===== config.mk =====
export PLATFORM = sky130hd
export DESIGN_NAME = shift_reg_univ
export DESIGN_NICKNAME = d
export VERILOG_FILES = /design/src/rtl/shift_reg_univ.sv
export SDC_FILE = /design/constraint.sdc
export NUM_CORES = 1
export LEC_CHECK = 0
export BUFFER_PORTS_ARGS = -buffer_cell sky130_fd_sc_hd__buf_2
export CAP_MARGIN = 15
export CORE_UTILIZATION = 45
export DETAILED_ROUTE_END_ITERATION = 8
export MAX_ROUTING_LAYER = met4
export PLACE_DENSITY = 0.7
export SYNTH_ARGS = -nofsm -noshare
export SYNTH_HDL_FRONTEND = slang
export SYNTH_SLANG_ARGS = --single-unit

===== constraint.sdc =====
create_clock -name clk -period 3.5 [get_ports clk]
set_clock_uncertainty 0.1 [all_clocks]
set_input_delay 0.7 -clock clk [delete_from_list [all_inputs] [get_ports clk]]
set_output_delay 0.7 -clock clk [all_outputs]
set_load 0.1 [all_outputs]

===== src/rtl/shift_reg_univ.sv =====
// ---------------------------------------------------------------------------
// shift_reg_univ
//
// Universal shift register: WIDTH D flip-flops sharing one clock, each fed by
// a per-bit multiplexer that selects hold, shift right, shift left or
// parallel load. A small burst controller runs a programmed number of shifts
// after a single start request and reports completion with a one-cycle
// done pulse.
//
// Parameters:
//   WIDTH  number of flip-flop stages (>= 2)
//   CNT_W  width of burst_len and of the internal shift counter
//
// Ports:
//   clk        in   rising-edge clock
//   rst        in   asynchronous reset, active-high
//   en         in   clock enable; 0 freezes q, counter and FSM
//   rot        in   (only with SHIFT_ROTATE_EN) 1 = rotate instead of
//                   taking the serial inputs
//   mode       in   manual op in IDLE: 00 hold, 01 right, 10 left, 11 load
//   ser_in_r   in   bit entering q[WIDTH-1] on a right shift
//   ser_in_l   in   bit entering q[0] on a left shift
//   d_in       in   parallel load data
//   start      in   burst request, sampled in IDLE only
//   burst_dir  in   burst direction: 0 right, 1 left
//   burst_len  in   number of shifts in a burst, captured with start
//   q          out  register contents
//   qn         out  bitwise complement of q
//   ser_out_r  out  q[0]
//   ser_out_l  out  q[WIDTH-1]
//   busy       out  high while a burst is shifting
//   done       out  one-cycle pulse after the last burst shift
//
// Optional feature macro: SHIFT_ROTATE_EN adds the rot input.
// ---------------------------------------------------------------------------
module shift_reg_univ #(
    parameter int WIDTH = 4,
    parameter int CNT_W = 3
) (
    input  logic             clk,
    input  logic             rst,
    input  logic             en,
`ifdef SHIFT_ROTATE_EN
    input  logic             rot,
`endif
    input  logic [1:0]       mode,
    input  logic             ser_in_r,
    input  logic             ser_in_l,
    input  logic [WIDTH-1:0] d_in,
    input  logic             start,
    input  logic             burst_dir,
    input  logic [CNT_W-1:0] burst_len,
    output logic [WIDTH-1:0] q,
    output logic [WIDTH-1:0] qn,
    output logic             ser_out_r,
    output logic             ser_out_l,
    output logic             busy,
    output logic             done
);

    typedef enum logic [1:0] {
        ST_IDLE  = 2'b00,
        ST_BURST = 2'b01,
        ST_DONE  = 2'b10
    } state_t;

    localparam logic [1:0]       MODE_HOLD  = 2'b00;
    localparam logic [1:0]       MODE_RIGHT = 2'b01;
    localparam logic [1:0]       MODE_LEFT  = 2'b10;
    localparam logic [1:0]       MODE_LOAD  = 2'b11;
    localparam logic [CNT_W-1:0] CNT_ZERO   = {CNT_W{1'b0}};
    localparam logic [CNT_W-1:0] CNT_ONE    = {{(CNT_W-1){1'b0}}, 1'b1};

    state_t           state_r;
    state_t           state_next_s;
    logic [WIDTH-1:0] q_r;
    logic [WIDTH-1:0] qn_r;
    logic [WIDTH-1:0] q_next_s;
    logic [CNT_W-1:0] cnt_r;
    logic [CNT_W-1:0] cnt_next_s;
    logic             busy_r;
    logic             done_r;
    logic             fill_r_s;
    logic             fill_l_s;
    logic [WIDTH-1:0] shr_s;
    logic [WIDTH-1:0] shl_s;

    // Bits entering the vacated end of the word; rotation recirculates the
    // bit falling off the opposite end instead of using the serial inputs.
    always_comb begin
        fill_r_s = ser_in_r;
        fill_l_s = ser_in_l;
`ifdef SHIFT_ROTATE_EN
        if (rot) begin
            fill_r_s = q_r[0];
            fill_l_s = q_r[WIDTH-1];
        end else begin
            fill_r_s = ser_in_r;
            fill_l_s = ser_in_l;
        end
`endif
    end

    // Both shift candidates, shared by manual and burst operation.
    always_comb begin
        shr_s = {fill_r_s, q_r[WIDTH-1:1]};
        shl_s = {q_r[WIDTH-2:0], fill_l_s};
    end

    // Next-state, next-counter and per-bit multiplexer selection.
    always_comb begin
        state_next_s = state_r;
        q_next_s     = q_r;
        cnt_next_s   = cnt_r;
        case (state_r)
            ST_IDLE: begin
                if (start) begin
                    // A start edge never touches q; mode is ignored here.
                    if (burst_len != CNT_ZERO) begin
                        cnt_next_s   = burst_len;
                        state_next_s = ST_BURST;
                    end else begin
                        cnt_next_s   = CNT_ZERO;
                        state_next_s = ST_DONE;
                    end
                end else begin
                    case (mode)
                        MODE_HOLD:  q_next_s = q_r;
                        MODE_RIGHT: q_next_s = shr_s;
                        MODE_LEFT:  q_next_s = shl_s;
                        MODE_LOAD:  q_next_s = d_in;
                        default:    q_next_s = q_r;
                    endcase
                end
            end
            ST_BURST: begin
                if (burst_dir) begin
                    q_next_s = shl_s;
                end else begin
                    q_next_s = shr_s;
                end
                // The counter is always >= 1 in BURST; the guard keeps a
                // corrupted zero from wrapping and leaves the burst at once.
                if (cnt_r > CNT_ONE) begin
                    cnt_next_s   = cnt_r - CNT_ONE;
                    state_next_s = ST_BURST;
                end else begin
                    cnt_next_s   = CNT_ZERO;
                    state_next_s = ST_DONE;
                end
            end
            ST_DONE: begin
                state_next_s = ST_IDLE;
            end
            default: begin
                // Illegal encoding: recover to a quiet IDLE.
                state_next_s = ST_IDLE;
                cnt_next_s   = CNT_ZERO;
            end
        endcase
    end

    // State, data and registered status outputs; en freezes everything.
    always_ff @(posedge clk or posedge rst) begin
        if (rst) begin
            state_r <= ST_IDLE;
            q_r     <= {WIDTH{1'b0}};
            qn_r    <= {WIDTH{1'b1}};
            cnt_r   <= CNT_ZERO;
            busy_r  <= 1'b0;
            done_r  <= 1'b0;
        end else if (en) begin
            state_r <= state_next_s;
            q_r     <= q_next_s;
            qn_r    <= ~q_next_s;
            cnt_r   <= cnt_next_s;
            busy_r  <= (state_next_s == ST_BURST);
            done_r  <= (state_next_s == ST_DONE);
        end else begin
            state_r <= state_r;
            q_r     <= q_r;
            qn_r    <= qn_r;
            cnt_r   <= cnt_r;
            busy_r  <= busy_r;
            done_r  <= done_r;
        end
    end

    // Serial outputs come straight from the stage flops so a downstream
    // stage sees the bit before the edge that shifts it out.
    assign q         = q_r;
    assign qn        = qn_r;
    assign ser_out_r = q_r[0];
    assign ser_out_l = q_r[WIDTH-1];
    assign busy      = busy_r;
    assign done      = done_r;

endmodule

Word-level counts from Yosys, hierarchy flattened

Cells that the tools add are included.

Register bits: 15
Bits of input ports: 16
Output and inout bits: 12
Word-level logic and storage cells: 34

Bitwise logic cells: 2
Magnitude comparators: 1
Equality and inequality tests: 8
$add $sub $neg: 1
Multiplexer cells: 12
Reductions and logical operators: 4

Operators with widths:

| operator                                                                         | count |
|---|---|
| 4-bit case mux with 4 select lines                                               | 1 |
| 3-bit two-way mux                                                                | 3 |
| 3-bit case mux with 3 select lines                                               | 1 |
| 2-bit equality test (second input constant)                                      | 4 |
| 4-bit two-way mux                                                                | 2 |
| 4-bit case mux with 2 select lines                                               | 1 |
| 2-bit by 1-bit equality test with 1-bit output (second input constant)           | 3 |
| 2-bit two-way mux                                                                | 3 |
| 2-bit zero test                                                                  | 2 |
| 4-bit NOT                                                                        | 1 |
| 2-bit case mux with 2 select lines                                               | 1 |
| 3-bit by 1-bit greater-than comparator with 1-bit output (second input constant) | 1 |
| 3-bit AND reduction                                                              | 1 |
| 3-bit nonzero test                                                               | 1 |
| 3-bit by 1-bit subtractor with 3-bit output (second input constant)              | 1 |
| 2-bit != test (second input constant)                                            | 1 |
| 1-bit NOT                                                                        | 1 |

Logic depth before layout (Yosys ltp)

Word-level depth: 5
Gate-level depth with buffers: 5

Worst setup path before layout

Ideal clock, no wire load.

Path kind: register to output
Start point: register (tool-made name)
End point: output port q[0]
Cell stages (with the launch flop): 2
Buffers on the path: 1
Data required time: 2.700 ns
Setup slack: 1.286 ns
Arrival time: 1.414 ns
Cells stage by stage: dfrtp_1 -> buf_4

RTL lines:

| what          | RTL line | source |
|---|---|---|
| end, declared | 53       | `output logic [WIDTH-1:0] q,` |

==> results_dict.tcl <==
set metrics [dict create \
    min_path_type "in -> async" \
    required_ps 2700 \
    final_cell_mix "buf_2, dfrtp_1, nand2b_1" \
    multi_input_area_um2 621 \
    max_slew_margin_pct 60.5 \
    cp_max_fo 9 \
    drive_above_1_share_pct 34.6 \
    dp_hpwl_mm 1.69 \
    critical_path_class "reg -> out" \
    numCtsBuffers 3 \
    clk-insertion-delay-late_ps 280 \
    io_pins 28 \
    clk_pin_slew_ps 90 \
    routedWlPerCell_um 14.6 \
    netlist_instances 108 \
    worstPathArrival_ps 1280 \
    holdWs_ps 353 \
    port_buffers 27 \
    fin_ws_ps 1420 \
    synth-seq-cells 15 \
    path_delay_family "flip-flops" \
    setup_tns_ps 0 \
    cts_max_level 1 \
    synth_fp_nets 125 \
    worst_slew_pin_slew_ps 591 \
    setup_viol 0 \
    post_cts_buffers 0 \
    final_nets 148 \
    syn_area_um2 1080 \
    grt_max_degree 16 \
    syn2layout_area_growth_pct 12.7 \
    core.rowCount 17 \
    antenna_found_initial 0 \
    cts_root_buffer "clkbuf_4" \
    period_needed_ps 2080 \
    yosysSeqAreaShare_pct 35.3 \
    crit_slowest_cell "dfrtp_1" \
    cts_resized 0 \
    initial_core_util_pct 48.2 \
    grt_pass1_wl_mm 3.97 \
    slew_violations 0 \
    cp-end-kind "output port" \
    die_area_um2 2590 \
    status "finished clean" \
    totalWireLength_mm 2.31 \
    gp_congestion 0.846 \
    fill_cells 215 \
    dr_total_vias 931 \
    die_x_um 50.9 \
    dp_slack_ps 1640 \
    cp_slowest_stage_delay_ps 510 \
    path_cells "buf_2" \
    core-area_um2 2230 \
    drc_errors 0 \
    synth_ff_type "dfrtp_1" \
    start_kind "register" \
    cts_tree "built" \
    fmax_mhz 481 \
    drv_cap 0 \
    postCtsHoldBufs 0 \
    cp_num_buf_inv 1 \
    final_common_cell "buf_2" \
    overflow 0 \
    synth_area_per_cell_um2 9.96 \
    synth_cell_type_count 36 \
    rsz0062_at_grt "false" \
    final_antenna_net_count 0 \
    hold_violations 0 \
    r2r_slack_ps 1950 \
    grt_pass1_vias 869 \
    fin_crit_sh_pct 59.4 \
    clock-sinks 15 \
    synth_edf_count 0 \
    post_drt_via_cell_ratio 5.89 \
    diodes 0 \
    async_flop_share_pct 100 \
    drt_pass1_iterations 4 \
    first_iter_violations 16 \
    fp.dieH_um 50.9 \
    yosysWarnings 0 \
    seqCellArea_um2 380 \
    grt_util_all_layers_pct 20.7 \
    cts_buffer_depth 2 \
]
==> layout make-up <==
cell class / count / area share, %
clock buffer: 4 / 2.17
inverter: 4 / 1.24
multi-input combinational: 80 / 51.2
sequential: 15 / 31.4
tap: 28 / 2.89
timing repair buffer: 27 / 11.1
==> layer usage <==
metal / track usage [%] / vias up / routed length (um)
met4: 1.39 / 0 / 0
li1: - / 455 / -
met5: - / - / 0
met2: 33.6 / 19 / 1090
met3: 5.36 / 0 / 88
met1: 27.1 / 457 / 1130
==> cells by family after synthesis <==
family | count (synthesis) | synth area share, %
AO/OA/AOI/OAI | 44 | 32.8
adder cells (fa/ha/maj) | 1 | 1.16
buffers and inverters | 13 | 6.98
flip-flops | 15 | 35.3
multiplexers | 8 | 7.91
AND/OR/NAND/NOR | 27 | 15.8
==> final timing paths <==
kind | endpoint | start | depth (start not counted)
hold reg to reg | busy | busy | 1
setup reg to reg | register | state_r[1] | 3
hold / removal | state_r[0] | rst | 2
max in group asynchronous | qn[1] | rst | 2
min in group clk | busy | busy | 1
setup / recovery | q[2] | register | 1
==> synth_stat cells, types with 2 or more instances <==
cell | number | share of area [%]
a211o_1 | 4 | 3.3
a211oi_1 | 4 | 2.8
a211oi_2 | 4 | 4.7
a21oi_1 | 5 | 2.3
a221o_1 | 4 | 3.7
a22o_1 | 2 | 1.6
a2bb2oi_1 | 5 | 4.1
buf_2 | 3 | 1.4
buf_4 | 2 | 1.4
buf_6 | 2 | 2.1
clkbuf_1 | 2 | 0.70
dfrtp_1 | 11 | 26
dfstp_2 | 4 | 9.8
inv_1 | 4 | 1.4
mux2_2 | 4 | 4.2
mux2i_1 | 4 | 3.7
nand2_1 | 2 | 0.70
nand2b_1 | 6 | 3.5
nor2_1 | 5 | 1.7
nor2b_1 | 4 | 2.3
nor4b_1 | 4 | 3.3
o21ai_0 | 4 | 1.9
o21ai_1 | 3 | 1.4
o2bb2ai_1 | 4 | 3.3
==> per-stage QoR <==
stage          std cells  area, um2  utilization (%)
2_1_floorplan        108       1080                -
3_3_place_gp         154       1190             53.1
3_5_place_dp         154       1190             53.1
4_1_cts              158       1210             54.3
5_1_grt              158       1210             54.3
6_report             158       1210             54.3
Power is left out: the tool's default activity adds up to more than one toggle a clock period on the data nets, which glitch-free logic cannot reach.
